File: config.mk
export PLATFORM = sky130hd
export DESIGN_NAME = encrypt_driver_flat
export DESIGN_NICKNAME = d
export VERILOG_FILES = /design/src/rtl/encrypt_driver_if.sv /design/src/rtl/encrypt_driver.sv /design/src/flat_wrapper.sv
export SDC_FILE = /design/constraint.sdc
export NUM_CORES = 1
export LEC_CHECK = 0
export CORE_AREA = 10 10 130 132
export DETAILED_ROUTE_END_ITERATION = 8
export DIE_AREA = 0 0 140 142
export PLACE_DENSITY = 0.63
export SETUP_SLACK_MARGIN = 0.02
export SLEW_MARGIN = 10
export SYNTH_ARGS = -nofsm -noshare
export SYNTH_HDL_FRONTEND = slang
export SYNTH_SLANG_ARGS = --single-unit
File: constraint.sdc
create_clock -name clk -period 4.35 [get_ports clk]
set_input_delay 0.435 -clock clk [delete_from_list [all_inputs] [get_ports clk]]
set_output_delay 0.435 -clock clk [all_outputs]
set_load 0.01 [all_outputs]
File: src/rtl/encrypt_driver_if.sv
// Stream, key and core-side signals of encrypt_driver, bundled for port use.
// ENCRYPT_DRIVER_CBC_EN adds the iv_in/iv_ld chaining-value load.
`ifndef N_B
`define N_B 16
`endif
`ifndef N_K
`define N_K 16
`endif
`ifndef N_R
`define N_R 8
`endif

interface encrypt_driver_if;
  logic [`N_K-1:0] key_in;
  logic            key_ld;
  logic [`N_B-1:0] in_m;
  logic            in_valid;
  logic            in_ready;
  logic [`N_B-1:0] out_c;
  logic            out_valid;
  logic            out_ready;
  logic [`N_B-1:0] enc_m;
  logic [`N_K-1:0] enc_k;
  logic            enc_req;
  logic [`N_B-1:0] enc_c;
  logic            enc_ack;
  logic            busy;
`ifdef ENCRYPT_DRIVER_CBC_EN
  logic [`N_B-1:0] iv_in;
  logic            iv_ld;

  modport master (
    output key_in, key_ld, in_m, in_valid, out_ready, enc_c, enc_ack, iv_in, iv_ld,
    input  in_ready, out_c, out_valid, enc_m, enc_k, enc_req, busy
  );
  modport slave (
    input  key_in, key_ld, in_m, in_valid, out_ready, enc_c, enc_ack, iv_in, iv_ld,
    output in_ready, out_c, out_valid, enc_m, enc_k, enc_req, busy
  );
`else
  modport master (
    output key_in, key_ld, in_m, in_valid, out_ready, enc_c, enc_ack,
    input  in_ready, out_c, out_valid, enc_m, enc_k, enc_req, busy
  );
  modport slave (
    input  key_in, key_ld, in_m, in_valid, out_ready, enc_c, enc_ack,
    output in_ready, out_c, out_valid, enc_m, enc_k, enc_req, busy
  );
`endif
endinterface

File: src/rtl/encrypt_driver.sv
// Valid/ready adaptor around the iterative cipher core: input FIFO, req/ack FSM, output register.
// Define ENCRYPT_DRIVER_CBC_EN to chain blocks (CBC) through an IV/ciphertext register.
module encrypt_driver #(
  parameter int DEPTH = 4
) (
  input logic             clk,
  input logic             rst_n,
  encrypt_driver_if.slave bus
);
  localparam int          AW       = $clog2(DEPTH);
  localparam logic [AW:0] FULL_CNT = (AW+1)'(DEPTH);
  localparam logic [AW:0] ZERO_CNT = {(AW+1){1'b0}};
  localparam logic [AW:0] CNT_ONE  = (AW+1)'(1);
  localparam logic [AW-1:0] PTR_ONE = AW'(1);

  typedef enum logic [1:0] {
    IDLE     = 2'd0,
    LAUNCH   = 2'd1,
    WAIT_ACK = 2'd2,
    RELEASE  = 2'd3
  } state_t;

  state_t          state_r, state_nxt_s;
  logic [`N_B-1:0] fifo_mem_r [DEPTH];
  logic [AW-1:0]   wr_ptr_r, rd_ptr_r;
  logic [AW:0]     count_r;
  logic [`N_K-1:0] key_r, key_pend_val_r;
  logic            key_pend_r;
  logic [`N_B-1:0] out_c_r, enc_m_r, head_s;
  logic            out_valid_r, enc_req_r;
  logic            in_ready_s, push_s, pop_s, capture_s, idle_s;

  assign idle_s     = (state_r == IDLE);
  assign in_ready_s = (count_r != FULL_CNT);
  assign push_s     = bus.in_valid && in_ready_s;

`ifdef ENCRYPT_DRIVER_CBC_EN
  logic [`N_B-1:0] chain_r, iv_pend_val_r, chain_eff_s;
  logic            iv_pend_r;

  // A parked IV must already govern the very pop that coincides with its release.
  assign chain_eff_s = iv_pend_r ? iv_pend_val_r : chain_r;
  assign head_s      = fifo_mem_r[rd_ptr_r] ^ chain_eff_s;

  // Chain register: IV loads (deferred outside IDLE) or the last captured ciphertext.
  always_ff @(posedge clk or negedge rst_n) begin
    if (!rst_n) begin
      chain_r       <= {`N_B{1'b0}};
      iv_pend_val_r <= {`N_B{1'b0}};
      iv_pend_r     <= 1'b0;
    end else if (bus.iv_ld && idle_s) begin
      chain_r   <= bus.iv_in;
      iv_pend_r <= 1'b0;
    end else if (bus.iv_ld) begin
      iv_pend_val_r <= bus.iv_in;
      iv_pend_r     <= 1'b1;
    end else if (iv_pend_r && idle_s) begin
      chain_r   <= iv_pend_val_r;
      iv_pend_r <= 1'b0;
    end else if (capture_s) begin
      chain_r <= bus.enc_c;
    end
  end
`else
  assign head_s = fifo_mem_r[rd_ptr_r];
`endif

  assign bus.in_ready  = in_ready_s;
  assign bus.out_c     = out_c_r;
  assign bus.out_valid = out_valid_r;
  assign bus.enc_m     = enc_m_r;
  assign bus.enc_k     = key_r;
  assign bus.enc_req   = enc_req_r;
  assign bus.busy      = (count_r != ZERO_CNT) || !idle_s || out_valid_r;

  // Next-state logic; a launch waits for an empty output register and a quiet ack line.
  always_comb begin
    state_nxt_s = state_r;
    pop_s       = 1'b0;
    capture_s   = 1'b0;
    case (state_r)
      IDLE: begin
        if ((count_r != ZERO_CNT) && !out_valid_r && !bus.enc_ack) begin
          pop_s       = 1'b1;
          state_nxt_s = LAUNCH;
        end else begin
          state_nxt_s = IDLE;
        end
      end
      LAUNCH: begin
        state_nxt_s = WAIT_ACK;
      end
      WAIT_ACK: begin
        if (bus.enc_ack) begin
          capture_s   = 1'b1;
          state_nxt_s = RELEASE;
        end else begin
          state_nxt_s = WAIT_ACK;
        end
      end
      RELEASE: begin
        if (!bus.enc_ack) begin
          state_nxt_s = IDLE;
        end else begin
          state_nxt_s = RELEASE;
        end
      end
      default: begin
        state_nxt_s = IDLE;
      end
    endcase
  end

  // FSM state register.
  always_ff @(posedge clk or negedge rst_n) begin
    if (!rst_n) begin
      state_r <= IDLE;
    end else begin
      state_r <= state_nxt_s;
    end
  end

  // FIFO storage; only slots below count_r are ever read, so no reset is needed.
  always_ff @(posedge clk) begin
    if (push_s) begin
      fifo_mem_r[wr_ptr_r] <= bus.in_m;
    end
  end

  // FIFO pointers and occupancy.
  always_ff @(posedge clk or negedge rst_n) begin
    if (!rst_n) begin
      wr_ptr_r <= {AW{1'b0}};
      rd_ptr_r <= {AW{1'b0}};
      count_r  <= ZERO_CNT;
    end else begin
      if (push_s) begin
        wr_ptr_r <= wr_ptr_r + PTR_ONE;
      end
      if (pop_s) begin
        rd_ptr_r <= rd_ptr_r + PTR_ONE;
      end
      case ({push_s, pop_s})
        2'b10:   count_r <= count_r + CNT_ONE;
        2'b01:   count_r <= count_r - CNT_ONE;
        default: count_r <= count_r;
      endcase
    end
  end

  // Launch/capture datapath: enc_m on pop, req for the core, ciphertext holding register.
  always_ff @(posedge clk or negedge rst_n) begin
    if (!rst_n) begin
      enc_m_r     <= {`N_B{1'b0}};
      out_c_r     <= {`N_B{1'b0}};
      out_valid_r <= 1'b0;
      enc_req_r   <= 1'b0;
    end else begin
      if (pop_s) begin
        enc_m_r <= head_s;
      end
      if (state_r == LAUNCH) begin
        enc_req_r <= 1'b1;
      end else if (capture_s) begin
        enc_req_r <= 1'b0;
      end
      if (capture_s) begin
        out_c_r     <= bus.enc_c;
        out_valid_r <= 1'b1;
      end else if (out_valid_r && bus.out_ready) begin
        out_valid_r <= 1'b0;
      end
    end
  end

  // Key register: loads outside IDLE are parked so enc_k never moves under an active req.
  always_ff @(posedge clk or negedge rst_n) begin
    if (!rst_n) begin
      key_r          <= {`N_K{1'b0}};
      key_pend_val_r <= {`N_K{1'b0}};
      key_pend_r     <= 1'b0;
    end else if (bus.key_ld && idle_s) begin
      key_r      <= bus.key_in;
      key_pend_r <= 1'b0;
    end else if (bus.key_ld) begin
      key_pend_val_r <= bus.key_in;
      key_pend_r     <= 1'b1;
    end else if (key_pend_r && idle_s) begin
      key_r      <= key_pend_val_r;
      key_pend_r <= 1'b0;
    end
  end
endmodule

File: src/flat_wrapper.sv
// flat-port wrapper written by rule: the top's interface ports become plain ports
module encrypt_driver_flat 
#(
  parameter int DEPTH = 4
)
  (clk, rst_n, bus_key_in, bus_key_ld, bus_in_m, bus_in_valid, bus_out_ready, bus_enc_c, bus_enc_ack, bus_in_ready, bus_out_c, bus_out_valid, bus_enc_m, bus_enc_k, bus_enc_req, bus_busy);
  encrypt_driver_if bus_i ();
  input logic clk;
  input logic rst_n;
  input wire logic [$bits(bus_i.key_in)-1:0] bus_key_in;
  input wire logic [$bits(bus_i.key_ld)-1:0] bus_key_ld;
  input wire logic [$bits(bus_i.in_m)-1:0] bus_in_m;
  input wire logic [$bits(bus_i.in_valid)-1:0] bus_in_valid;
  input wire logic [$bits(bus_i.out_ready)-1:0] bus_out_ready;
  input wire logic [$bits(bus_i.enc_c)-1:0] bus_enc_c;
  input wire logic [$bits(bus_i.enc_ack)-1:0] bus_enc_ack;
  output wire logic [$bits(bus_i.in_ready)-1:0] bus_in_ready;
  output wire logic [$bits(bus_i.out_c)-1:0] bus_out_c;
  output wire logic [$bits(bus_i.out_valid)-1:0] bus_out_valid;
  output wire logic [$bits(bus_i.enc_m)-1:0] bus_enc_m;
  output wire logic [$bits(bus_i.enc_k)-1:0] bus_enc_k;
  output wire logic [$bits(bus_i.enc_req)-1:0] bus_enc_req;
  output wire logic [$bits(bus_i.busy)-1:0] bus_busy;
  assign bus_i.key_in = bus_key_in;
  assign bus_i.key_ld = bus_key_ld;
  assign bus_i.in_m = bus_in_m;
  assign bus_i.in_valid = bus_in_valid;
  assign bus_i.out_ready = bus_out_ready;
  assign bus_i.enc_c = bus_enc_c;
  assign bus_i.enc_ack = bus_enc_ack;
  assign bus_in_ready = bus_i.in_ready;
  assign bus_out_c = bus_i.out_c;
  assign bus_out_valid = bus_i.out_valid;
  assign bus_enc_m = bus_i.enc_m;
  assign bus_enc_k = bus_i.enc_k;
  assign bus_enc_req = bus_i.enc_req;
  assign bus_busy = bus_i.busy;
  encrypt_driver #(.DEPTH(DEPTH)) u_core (.clk(clk), .rst_n(rst_n), .bus(bus_i));
endmodule
== Yosys cells after proc, flatten, opt, wreduce, memory -nomap -nowiden ==
Memory sizes are Yosys's and may differ from the RTL's. A register that Yosys moved wholly into a read port is not among the register bits.
Index checks and enable logic that the tools add are counted.

* Input port bits: 54
* Logic and storage cells: 65
* Flip-flop bits (word level): 60
* Memory bits (writable): 64
* Memories kept: 1
* Output and inout port bits: 52

{| class="wikitable"
|+ Memories
! memory !! depth !! width !! rd ports !! clocked after Yosys merged registers in !! write ports !! line !! text
|-
| u_core.fifo_mem_r || 4 || 16 || 1 || 1 || 1 || encrypt_driver.sv:24 || <nowiki>logic [`N_B-1:0] fifo_mem_r [DEPTH];</nowiki>
|}

* Equality and inequality tests: 7
* Add/sub/neg operators: 4
* Reduce and logical (&&, ||, !) cells: 21
* Bitwise logic cells: 1
* Mux-type cells: 21

{| class="wikitable"
|+ Operators with widths
! kind !! number
|-
| $mux 16 || 3
|-
| $mux 1 || 15
|-
| $pmux 2 s4 || 1
|-
| $reduce_bool 2->1 || 4
|-
| $eq 2x2->1 const B || 3
|-
| $logic_and 1x1->1 || 6
|-
| $pmux 3 s2 || 1
|-
| $reduce_bool 3->1 || 2
|-
| $add 2x1->2 const B || 2
|-
| $eq 2x1->1 const B || 2
|-
| $logic_not 1->1 || 4
|-
| $reduce_and 2->1 || 2
|-
| $add 3x1->3 const B || 1
|-
| $ne 3x3->1 const B || 1
|-
| $sub 3x1->3 const B || 1
|-
| $logic_not 2->1 || 1
|-
| $logic_or 1x1->1 || 2
|-
| $mux 2 || 1
|-
| $ne 2x1->1 const B || 1
|-
| $not 1->1 || 1
|}

== Logic depth before layout (Yosys ltp) ==
* Depth after elaboration: 7
* Gate-level depth with buffers: 11
* Mapped depth without buffers: 9

== Worst setup path after synthesis ==
No wires, ideal clock.

* Path kind: register to register
* From: register u_core.state_r[1]
* To: register u_core.count_r[2]
* Period minus slack after synthesis: 2.606 ns
* Cell stages (with the launch flop): 12
* Path buffers: 3
* Arrival: 2.526 ns
* Library setup time: 0.079 ns
* Required time: 4.271 ns
* Setup slack: 1.744 ns
* Cells stage by stage: dfrtp_1 buf_6 or2_1 buf_6 nor4_4 buf_6 ha_1 inv_1 fa_1 xor2_1 nor2_1 xor2_1

* Longest elaborated chain between the ends: 4
* Elaborated cells between the ends (all ways): 6
* Classes of those cells: eq/ne (2); mux (2); reduce/logical (2)

{| class="wikitable"
|+ Ends and longest elaborated chain
! what !! line !! text
|-
| from (decl) || encrypt_driver.sv:23 || <nowiki>state_t state_r, state_nxt_s;</nowiki>
|-
| from (signal assigned) || encrypt_driver.sv:119 || <nowiki>state_r <= state_nxt_s;</nowiki>
|-
| $logic_not 2->1 (*) || encrypt_driver.sv:81 || <nowiki>case (state_r)</nowiki>
|-
| $mux 1 (*) || encrypt_driver.sv:81 ||
|-
| via u_core.pop_s || encrypt_driver.sv:31 || <nowiki>logic in_ready_s, push_s, pop_s, capture_s, idle_s;</nowiki>
|-
| $eq 2x1->1 / $eq 2x2->1 (equally long branches) || encrypt_driver.sv:143 || <nowiki>case ({push_s, pop_s})</nowiki>
|-
| $pmux 3 s2 / $reduce_bool 2->1 (equally long branches) || - ||
|-
| to (signal assigned) || encrypt_driver.sv:144 || <nowiki>2'b10: count_r <= count_r + CNT_ONE;</nowiki>
|-
| to (signal assigned) || encrypt_driver.sv:145 || <nowiki>2'b01: count_r <= count_r - CNT_ONE;</nowiki>
|-
| to (signal assigned) || encrypt_driver.sv:146 || <nowiki>default: count_r <= count_r;</nowiki>
|-
| to (decl) || encrypt_driver.sv:26 || <nowiki>logic [AW:0] count_r;</nowiki>
|}

The timed path passes the listed nets; every way through them passes the cells marked *.
A chain may end at the register's enable or synchronous reset.

== Final worst setup path ==
* From: register u_core.state_r[1]
* To: register u_core.count_r[2]

* Longest elaborated chain between the ends: 4
* Elaborated cells between the ends (all ways): 6
* Classes of those cells: eq/ne (2); mux (2); reduce/logical (2)

{| class="wikitable"
|+ Ends and longest elaborated chain
! what !! line
|-
| $logic_not 2->1 (*) || encrypt_driver.sv:81
|-
| $mux 1 (*) || encrypt_driver.sv:81
|-
| $eq 2x1->1 / $eq 2x2->1 (equally long branches) || encrypt_driver.sv:143
|-
| $pmux 3 s2 / $reduce_bool 2->1 (equally long branches) || -
|}

Mark *: on every way between the ends. The rest lies on a longest branch, timed or not.

==> out/metrics.yaml <==
setup_violations: 0
rsz0062_at_grt: "no"
cp_max_fo: 19
crit_top_cell: "xor2_1"
clock_skew_ns: 0.007535
grt_use_met3: 0.05607
grt_max_degree: 77
cpMaxStageDelayCell: "or2_1"
fin_nets: 503
power.density_nw_per_um2: 710.3
ys.flop_type: "dfrtp_1"
place_inst: 608
numCtsBuffers: 17
antennaDiodeCount: 0
period_share: 0.5705
cts_tree: "done"
ys_warn_count: 0
required_ns: 4.69
dieArea_sq_um: 19880
grt_pass1_wl_microns: 19040
reg2reg_depth: 8
ir_worst_vdd_uv: 410.8
min_path_type: "input port to async pin"
ys_seq_elements: 140
reg2reg_slack_ns: 1.87
num_rows: 44
drc_errors: 0
synthArstFlopShare: 0.5429
worstSetupStartpoint: "u_core.state_r[1]"
synthesis.area_sq_um: 5582
cp_top_family: "simple AND/OR/NAND/NOR gates"
cts_hold_buf: 0
critical_path.endpoint_type: "flip-flop"
die_h_microns: 142
drv_cap: 0
status: "complete, no violations"
worst_r2r_startpoint: "u_core.state_r[1]"
drtIter0Drc: 201
portBuffers: 105
endpoint: "u_core.count_r[2]"
grt-busiest-layer: "met2"
cts.repair.resized: 0
arrival_ns: 2.82
crit_cells: 8
leakagePower_nw: 2.767
cts.clk_slew.worst_paths_ns: 0.06
path_cells: "or2_1 > nor4_4 > ha_1 > inv_1 > fa_1 > xor2_1 > nor2_1 > xor2_1"
cts-root-buf: "clkbuf_16"
ys_types: 35
grt_use_met2: 0.2000
reg2reg_to: "u_core.count_r[2]"
grt_pass1_vias: 3539
synth_area_per_cell_sq_um: 16.71
dr_total_vias: 3234
start_util: 0.3899
synth_edf_count: 64
worst_pin_slew_ns: 1.100
layout_setup_ws_ns: 1.868
layout-drive-gt1-share: 0.2088
drt_pass1_iterations: 4
die_w_microns: 140
path_class: "flip-flop to flip-flop"
area_growth_pct: 31.58
dp_hpwl_microns: 7755
switching_power_mw: 1.511
pwr-share-comb: 0.319
clkPwrFrac: 0.259
clkSinkCount: 140
report.final.slew_viol_count: 0
wl_per_cell_microns: 18.71
pwr-share-seq: 0.421
final_cell_count_no_fill: 639
syn-num-nets: 394
hold_violations: 0
p_int_mw: 3.706
max_stage_delay_ns: 0.55
grt_overflow: 0
crit_buf_inv: 1
wl_microns: 11950
ctsLongestPathBuffers: 2
insertion_delay_ns: 0.41
antenna_found_initial: 0
num_io_pins: 106
ant_nets: 0
dp_slack_ns: 1.710
slew_headroom: 0.2670
p_sw_frac: 0.2897
grt_usage: 0.1238
core_area_sq_um: 14310
h-tree-depth: 4
max_freq_mhz: 402.9
fin_crit_ns: 2.482
setup_tns_ns: 0
post_synth_inst_count: 334
cp-start-kind: "flip-flop"
place_congestion: 0.7376
via_per_inst: 5.061
synth.yosys.seq_area_share: 0.6850
use_met1: 0.1423
cts_setup_buffers: 0
-- worst min path at each step --
stage	start	to	slack (ns)	cells past startpoint
finish	rst_n	u_core.key_pend_val_r[14]	0.19	1
global route	rst_n	u_core.key_pend_val_r[14]	0.27	1
CTS	rst_n	u_core.key_pend_val_r[14]	0.23	1
detailed placement	u_core.count_r[2]	u_core.count_r[2]	0.49	1
global placement	u_core.count_r[2]	u_core.count_r[2]	0.48	1
floorplan	rst_n	u_core.bus.enc_k[0]	0.14	0
-- power groups by stage --
stage | registers [mW] | logic (mW) | clock network [mW]
after floorplan | 2.17 | 0.942 | 0
after global placement | 2.21 | 1.67 | 0
after detailed placement | 2.23 | 1.70 | 0
after CTS | 2.21 | 1.71 | 1.39
after global routing | 2.28 | 1.82 | 1.44
final | 2.20 | 1.66 | 1.35
-- metrics by stage --
step	area, sq um	power, mW	utilization	hold slack, ns
floorplan	5582	3.112	-	0.1394
global placement	6794	3.883	0.4747	0.4801
detailed placement	6794	3.935	0.4747	0.4853
CTS	7345	5.311	0.5131	0.2297
global route	7345	5.538	0.5131	0.2739
finish	7345	5.217	0.5131	0.1925
-- layer usage --
layer / wire length, microns / vias to the layer above
met5: 0 / -
met4: 111 / 0
met3: 865 / 10
met2: 5757 / 110
met1: 5219 / 1632
li1: - / 1482
-- cells by family after synthesis --
| kind of cell | after synthesis | synth area share |
|---|---|---|
| compound gates | 53 | 0.05582 |
| simple gates | 38 | 0.04327 |
| xor+xnor | 6 | 0.009415 |
| flops | 140 | 0.6850 |
| mux | 66 | 0.1699 |
| buf+inv | 25 | 0.02174 |
| fa+ha+maj | 6 | 0.01480 |
-- worst reg2reg max path, stage by stage, from the launching register on --
cell and delay (ns):
dfrtp_1 0.46, or2_1 0.55, nor4_4 0.34, ha_1 0.22, inv_1 0.06, fa_1 0.37
xor2_1 0.15, nor2_1 0.11, xor2_1 0.15
-- synthesized netlist by cell type, types with 5 or more instances --
| master | instances | area (sq um) |
|---|---|---|
| a22oi_1 | 16 | 120.1 |
| clkbuf_1 | 9 | 33.78 |
| ha_1 | 5 | 62.56 |
| o21ai_0 | 18 | 90.09 |
| mux2_2 | 42 | 473.0 |
| inv_1 | 8 | 30.03 |
| edfxtp_1 | 64 | 1922 |
| mux4_2 | 16 | 360.4 |
| a21oi_1 | 15 | 75.07 |
| nor2b_1 | 16 | 100.1 |
| nor2_1 | 5 | 18.77 |
| mux2_4 | 7 | 105.1 |
| dfrtp_1 | 76 | 1902 |
-- state kept, by name, indices dropped and copies added, names as in the netlist --
signal                 flops
u_core.bus.enc_k          16
u_core.bus.enc_m          16
u_core.bus.enc_req         1
u_core.bus.out_c          16
u_core.bus.out_valid       1
u_core.count_r             3
u_core.fifo_mem_r         64
u_core.key_pend_r          1
u_core.key_pend_val_r     16
u_core.rd_ptr_r            2
u_core.state_r             2
u_core.wr_ptr_r            2
-- final cells by class --
| type | instances | area (sq um) |
|---|---|---|
| Tap cell | 184 | 230.2 |
| Timing Repair Buffer | 107 | 1064 |
| Clock inverter | 10 | 100.1 |
| Multi-Input combinational cell | 169 | 1647 |
| Clock buffer | 21 | 450.4 |
| Sequential cell | 140 | 3824 |
| Inverter | 8 | 30.03 |
| Fill cell | 1213 | 6969 |
-- layout by cell type, fill, tap and decap left out, types with 5 or more instances in the layout --
cell | Yosys | final
mux4_2 | 16 | 16
inv_1 | 8 | 8
ha_1 | 5 | 5
nor2b_1 | 16 | 16
a22oi_1 | 16 | 16
clkdlybuf4s50_1 | 0 | 104
edfxtp_1 | 64 | 64
nor2_1 | 5 | 5
mux2_4 | 7 | 7
dfrtp_1 | 76 | 76
mux2_2 | 42 | 42
a21oi_1 | 15 | 15
o21ai_0 | 18 | 18
clkbuf_16 | 0 | 17
Power figures use the tool's default switching activity.
